`config.mk`:
```
export PLATFORM = sky130hd
export DESIGN_NAME = vga_timing_gen
export DESIGN_NICKNAME = d
export VERILOG_FILES = /design/src/rtl/vga_timing_gen.sv
export SDC_FILE = /design/constraint.sdc
export NUM_CORES = 1
export LEC_CHECK = 0
export ABC_AREA = 0
export CAP_MARGIN = 15
export CORE_MARGIN = 2
export CORE_UTILIZATION = 30
export DETAILED_ROUTE_END_ITERATION = 6
export PLACE_DENSITY = 0.6
export SKIP_CTS_REPAIR_TIMING = 1
export SYNTH_ARGS = -nofsm -noshare
export SYNTH_HDL_FRONTEND = slang
export SYNTH_SLANG_ARGS = --single-unit
```
`constraint.sdc`:
```
create_clock -name i_clk -period 3.45 [get_ports i_clk]
set_clock_uncertainty 0.2 [all_clocks]
set_input_delay 0.345 -clock i_clk [delete_from_list [all_inputs] [get_ports i_clk]]
set_output_delay 0.345 -clock i_clk [all_outputs]
set_load 0.02 [all_outputs]
```
`src/rtl/vga_timing_gen.sv`:
```
// vga_timing_gen: 640x480@60 pixel timing generator.
// Horizontal and vertical counters advance on each pixel strobe. Sync,
// coordinates and active flags are decoded combinationally from them.
// Line/frame event pulses and the frame counter are registered.
module vga_timing_gen #(
    parameter int   H_ACTIVE    = 640,
    parameter int   H_FP        = 16,
    parameter int   H_SYNC      = 96,
    parameter int   H_BP        = 48,
    parameter int   V_ACTIVE    = 480,
    parameter int   V_FP        = 10,
    parameter int   V_SYNC      = 2,
    parameter int   V_BP        = 33,
    parameter logic SYNC_ACTIVE = 1'b0
) (
    input  logic        i_clk,
    input  logic        i_rst,
    input  logic        i_pix_stb,
    output logic        o_hs,
    output logic        o_vs,
    output logic [9:0]  o_x,
    output logic [8:0]  o_y,
    output logic        o_active,
    output logic        o_blank,
    output logic        o_line_end,
    output logic        o_frame_end,
    output logic [15:0] o_frame_cnt
);

    // Derived totals. Totals above 1024 do not fit the 10-bit counters.
    localparam int H_TOTAL = H_ACTIVE + H_FP + H_SYNC + H_BP;
    localparam int V_TOTAL = V_ACTIVE + V_FP + V_SYNC + V_BP;

    // All counter comparisons are 10-bit unsigned.
    localparam logic [9:0] H_LAST   = 10'(H_TOTAL - 1);
    localparam logic [9:0] V_LAST   = 10'(V_TOTAL - 1);
    localparam logic [9:0] H_VIS    = 10'(H_ACTIVE);
    localparam logic [9:0] V_VIS    = 10'(V_ACTIVE);
    localparam logic [9:0] HS_START = 10'(H_ACTIVE + H_FP);
    localparam logic [9:0] HS_STOP  = 10'(H_ACTIVE + H_FP + H_SYNC);
    localparam logic [9:0] VS_START = 10'(V_ACTIVE + V_FP);
    localparam logic [9:0] VS_STOP  = 10'(V_ACTIVE + V_FP + V_SYNC);

    logic [9:0] h_cnt;
    logic [9:0] v_cnt;
    logic       line_wrap;
    logic       frame_wrap;
    logic       h_vis;
    logic       v_vis;
    logic       h_sync_on;
    logic       v_sync_on;

    // o_y is only 9 bits wide since V_ACTIVE <= 512; the counter MSB is not needed there.
    logic unused_v_msb;
    assign unused_v_msb = v_cnt[9];

    // Wrap events are qualified by the strobe so stalls never generate pulses.
    always_comb begin
        line_wrap  = 1'b0;
        frame_wrap = 1'b0;
        if (i_pix_stb && (h_cnt == H_LAST)) begin
            line_wrap = 1'b1;
            if (v_cnt == V_LAST) begin
                frame_wrap = 1'b1;
            end
        end
    end

    // Horizontal counter: advances per strobe, wraps at the end of each line.
    always_ff @(posedge i_clk or posedge i_rst) begin
        if (i_rst) begin
            h_cnt <= '0;
        end else if (line_wrap) begin
            h_cnt <= '0;
        end else if (i_pix_stb) begin
            h_cnt <= h_cnt + 10'd1;
        end
    end

    // Vertical counter: steps once per line wrap, wraps at the end of the frame.
    always_ff @(posedge i_clk or posedge i_rst) begin
        if (i_rst) begin
            v_cnt <= '0;
        end else if (frame_wrap) begin
            v_cnt <= '0;
        end else if (line_wrap) begin
            v_cnt <= v_cnt + 10'd1;
        end
    end

    // Event pulses last one clock, appearing alongside the wrapped counters.
    always_ff @(posedge i_clk or posedge i_rst) begin
        if (i_rst) begin
            o_line_end  <= 1'b0;
            o_frame_end <= 1'b0;
        end else begin
            o_line_end  <= line_wrap;
            o_frame_end <= frame_wrap;
        end
    end

    // Frames completed since reset; wraps silently modulo 2^16.
    always_ff @(posedge i_clk or posedge i_rst) begin
        if (i_rst) begin
            o_frame_cnt <= '0;
        end else if (frame_wrap) begin
            o_frame_cnt <= o_frame_cnt + 16'd1;
        end
    end

    // Zero-latency decode of coordinates, active region and sync windows.
    always_comb begin
        h_vis     = (h_cnt < H_VIS);
        v_vis     = (v_cnt < V_VIS);
        h_sync_on = (h_cnt >= HS_START) && (h_cnt < HS_STOP);
        v_sync_on = (v_cnt >= VS_START) && (v_cnt < VS_STOP);
        o_active  = h_vis && v_vis;
        o_blank   = !(h_vis && v_vis);
        o_x       = h_vis ? h_cnt : 10'd0;
        o_y       = v_vis ? v_cnt[8:0] : 9'd0;
        o_hs      = h_sync_on ? SYNC_ACTIVE : !SYNC_ACTIVE;
        o_vs      = v_sync_on ? SYNC_ACTIVE : !SYNC_ACTIVE;
    end

endmodule

```
==> impl_metrics.ini <==
[global_route]
grt_pass1_wl_um = 6870
grt_start_max_net_pins = 39
grt-ovfl-total = 0
grt_pass1_vias = 1422
grt_use_total = 0.119
antenna_found_initial = 0

[cts]
tritoncts = built
ctsLongestPathBuffers = 2
clock_latency_ns = 0.29
clk_pin_slew_ns = 0.08
cts_buffers = 5
htree_levels = 2
clock_sinks = 38
cts_root_buf = clkbuf_8

[yosys]
yosysWarnings = 0
yosysTopAreaCell = dfrtp_1
ys_seq_elements = 38
synth_edf_count = 0
ys.flop_type = dfrtp_1
synthArstFlopShare = 1.00
seq_area_frac_synth = 0.493
netlist_area_um2 = 1930
synth_nets = 199
synth_cell_types = 35
synth_cells = 191
synth_common_cells = dfrtp_1, xnor2_1, nand3_1
synth.most_common_cell = dfrtp_1
netlist.area_leader.share = 0.493
syn_area_per_cell_um2 = 10.1
synth_area_leaders = dfrtp_1, xnor2_1, and2_1

[placement]
hpwl_um = 2870
placed_area_um2 = 2430
io_buffers = 43
dp.cells = 305
gp_congestion = 0.782

[job]
drv_cap = 0

[final_layout]
stdcell_area_um2 = 2570
register_area_um2 = 951
antenna_cells = 0
num-nets-final = 243
layout-drive-gt1-share = 0.0551
fillerInstances = 619
multi_input_area_um2 = 905
layout.cells.non_filler = 313
syn_to_final_growth_pct = 33.1

[die]
die_w_um = 84.2
rows = 29
boundaryPins = 44
start_util = 0.308
fp.dieH_um = 84.2
coreArea_um2 = 6280
die-area_um2 = 7090

[setup_path]
rr_endpoint = o_frame_cnt[14]$_DFFE_PP0N_
crit_path_end_kind = primary output
crit_type = flip-flop to primary output
r2r_slack_ns = 0.77
crit_chain = o21ai_0, and2_1, clkdlybuf4s50_1
r2r-start = h_cnt[0]$_DFFE_PP0P_
required_ns = 2.90
startpoint_type = flip-flop
worst_path_max_delay_cell = o21ai_0
crit_fanout = 8
rr_worst_depth = 6
cp.arrival_ns = 2.27
max_stage_delay_ns = 0.67

[route]
drtIter0Drc = 108
ant_nets = 0
first_pass_iters = 4
dr_total_vias = 1496
routed_via_density = 4.78
detail_route.drc_violations = 0
wl_per_cell_um = 13.0
routed_wl_um = 4060

[power]
pwr_density_cell_nw_per_um2 = 477
ir_drop_mv = 0.209
leakagePower_nw = 1.11
p_total_mw = 1.23

[sta]
relSlewSlack = 0.467
setup_viol = 0
rsz0062_at_grt = no
slew_viol_final = 0
finalCriticalPeriod_ns = 2.81
hold_viol_final = 0
max_freq_mhz = 355
fin_setup_tns_ns = 0
period_share = 0.816
tightestPinTransition_ns = 0.791

[worst_hold_path]
hold_class = primary input to async pin

[run_status]
status = finished clean
==> state kept, by name (all words and copies together) (netlist names) <==
signal	flops
o_frame_cnt	16
v_cnt	10
h_cnt	10
o_frame_end	1
o_line_end	1
==> cell usage in the layout (no fill, tap or decap), types with 3 or more instances in the layout <==
master,Yosys,routed
clkbuf_8,0,6
ha_1,5,5
and3_1,5,5
xor2_1,8,8
clkdlybuf4s50_1,0,43
xnor2_1,18,18
nor2_1,9,9
and2_1,13,13
nand3_1,16,16
dfrtp_1,38,38
nand2_1,9,9
o21ai_0,10,10
inv_1,9,9
nand4_1,10,10
nor3_1,8,8
nor3b_1,3,3
==> worst max-delay path by stage <==
stage | from | end | slack, ns | cells past startpoint
after floorplan | h_cnt[0]$_DFFE_PP0P_ | o_frame_cnt[3]$_DFFE_PP0N_ | 1.20 | 8
after global placement | i_pix_stb | o_frame_cnt[12]$_DFFE_PP0N_ | 0.50 | 6
after detailed placement | i_pix_stb | o_frame_cnt[14]$_DFFE_PP0N_ | 0.42 | 6
after CTS | h_cnt[8]$_DFFE_PP0P_ | o_x[5] | 0.65 | 3
after global routing | h_cnt[8]$_DFFE_PP0P_ | o_active | 0.52 | 4
final | h_cnt[8]$_DFFE_PP0P_ | o_x[5] | 0.64 | 3
==> worst max-delay path, delay by kind of cell (launching register included) <==
kind | cells | cell delay, ns
buffers and inverters | 1 | 0.60
AO/OA/AOI/OAI | 1 | 0.67
AND/OR/NAND/NOR | 1 | 0.24
flip-flops | 1 | 0.46
==> metal layers <==
metal  routed length (um)  share of wire  up-vias  global-route usage
li1                     -              -      748                   -
met1                 1920           0.47      715               0.157
met2                 1920           0.47       27               0.188
met3                  170          0.042        6              0.0324
met4                   56          0.014        0              0.0396
met5                    0              0        -                   0
==> cells by family (layout without fill, tap and decap cells) <==
| logic type | Yosys count | count (layout) | share of synthesized area |
|---|---|---|---|
| AOI/OAI and AO/OA | 17 | 17 | 0.0512 |
| xor gates and xnor gates | 26 | 26 | 0.118 |
| adders and majority gates | 5 | 5 | 0.0324 |
| buffers and inverters | 17 | 62 | 0.0389 |
| DFF | 38 | 38 | 0.493 |
| muxes | 1 | 1 | 0.00583 |
| and+or+nand+nor | 87 | 87 | 0.261 |
==> metrics by stage <==
| step | hold slack [ns] | util | worst slack [ns] |
|---|---|---|---|
| after global placement | 0.267 | 0.387 | 0.501 |
| after global routing | 0.286 | 0.409 | 0.522 |
| after CTS | 0.280 | 0.409 | 0.653 |
| after detailed placement | 0.265 | 0.387 | 0.420 |
| after floorplan | 0.241 | - | 1.20 |
| final | 0.256 | 0.409 | 0.635 |
==> power by group <==
| part | total (mW) | leakage [nW] | switching, mW | internal [mW] |
|---|---|---|---|---|
| registers | 0.540 | 0.504 | 0.0603 | 0.480 |
| clock network | 0.473 | 0.0714 | 0.165 | 0.309 |
| logic | 0.213 | 0.536 | 0.106 | 0.107 |
==> area by class of cell <==
cell class	instances	share of cell area
sequential	38	0.370
multi-input combinational	136	0.352
clock inverter	2	0.0234
tap	77	0.0375
inverter	10	0.0146
timing repair buffer	44	0.170
clock buffer	6	0.0321
(Power assumes the default switching activity.)
==> variant, RTL diff (config.mk and constraints unchanged) <==
The parameter `SYNC_ACTIVE` goes from 1'b0 to 1'b1.
--- a/src/rtl/vga_timing_gen.sv
+++ b/src/rtl/vga_timing_gen.sv
@@ -11,7 +11,7 @@
     parameter int   V_FP        = 10,
     parameter int   V_SYNC      = 2,
     parameter int   V_BP        = 33,
-    parameter logic SYNC_ACTIVE = 1'b0
+    parameter logic SYNC_ACTIVE = 1'b1
 ) (
     input  logic        i_clk,
     input  logic        i_rst,
Behaviour: not the same (a bounded check fails within 4 cycles, from zero or initial values and one cycle with i_rst high).
==> variant against the unedited design <==
Power is 15% lower; via count is 7.2% higher; hold slack hardly changed; synthesized cell count is 7.3% higher; fmax is 2.8% higher; sequential power is 2% lower; global-route usage is 0.62 points higher; worst setup slack better by 76 ps; sequential cell count stayed put; die area is 8.9% higher; wire length is 10% higher; highest routed layer unchanged; area after synthesis is 9.3% higher; cell area is 5.9% higher.
==> variant: results (changes against the unedited design) <==
metric	value	unit	change
dp_hpwl	3230	microns	+13%
synth.avg_cell_area	10.3	sq um	+1.9%
powerComb	0.185	mW	-13%
slowest_stage	clkdlybuf4s50_1		
ir_drop	132	uV	-37%
r2r_slack	1090	ps	+320 ps
finalPower	1.04	mW	-15%
final_nets	258		+6.2%
dieArea	7720	sq um	+8.9%
multi_input_area	1060	sq um	+17%
outcome	completed		
nonClockBufferCount	45		+2.3%
bufAreaShareNonClock	16.4	%	-0.67 points
power_switching	0.308	mW	-7.0%
grt_max_degree	21		-46%
syn_nets	213		+7.0%
crit_arrival	2190	ps	-80 ps
r2r-start	v_cnt[1]$_DFFE_PP0P_		
p_leak	1.21	nW	+9.2%
ys_top_cells_by_count	38 x dfrtp_1, 20 x xor2_1, 16 x nand3_1, 14 x nand2_1, 14 x nor3_1		
grt_use_total	12.5	%	+0.62 points
worst_path_largest_cell_delay	590	ps	-80 ps
num-fill-cells	686		+11%
dp_cells	339		+11%
post-route-util	40.1	%	-0.89 points
tightest_slew	701	ps	-90.2 ps
clkPwrFrac	31.3	%	-7.3 points
multi_input_cells	147		+8.1%
critical_path.top_delay_family	buffers and inverters		
reg2reg_to	o_frame_cnt[1]$_DFFE_PP0N_		
variant: cell types whose count changed after synthesis, sizes merged, moves of 4 or more:
cell	unedited run	this run
xnor2	18	5
xor2	8	20
nor4	0	10
and2	13	7
nor3	8	14
nand2	9	14
nand4	11	6
nor2	10	6
variant: how the worst max path moves through the flow:
stage / startpoint / end / slack (ps) / cells after the start
2_1_floorplan: v_cnt[0]$_DFFE_PP0P_ / o_frame_cnt[1]$_DFFE_PP0N_ / 1450 / 6
3_3_place_gp: i_pix_stb / h_cnt[9]$_DFFE_PP0P_ / 890 / 7
3_5_place_dp: i_pix_stb / o_frame_cnt[15]$_DFFE_PP0N_ / 840 / 6
4_1_cts: h_cnt[8]$_DFFE_PP0P_ / o_active / 650 / 4
5_1_grt: h_cnt[8]$_DFFE_PP0P_ / o_active / 440 / 4
6_report: h_cnt[8]$_DFFE_PP0P_ / o_active / 710 / 4
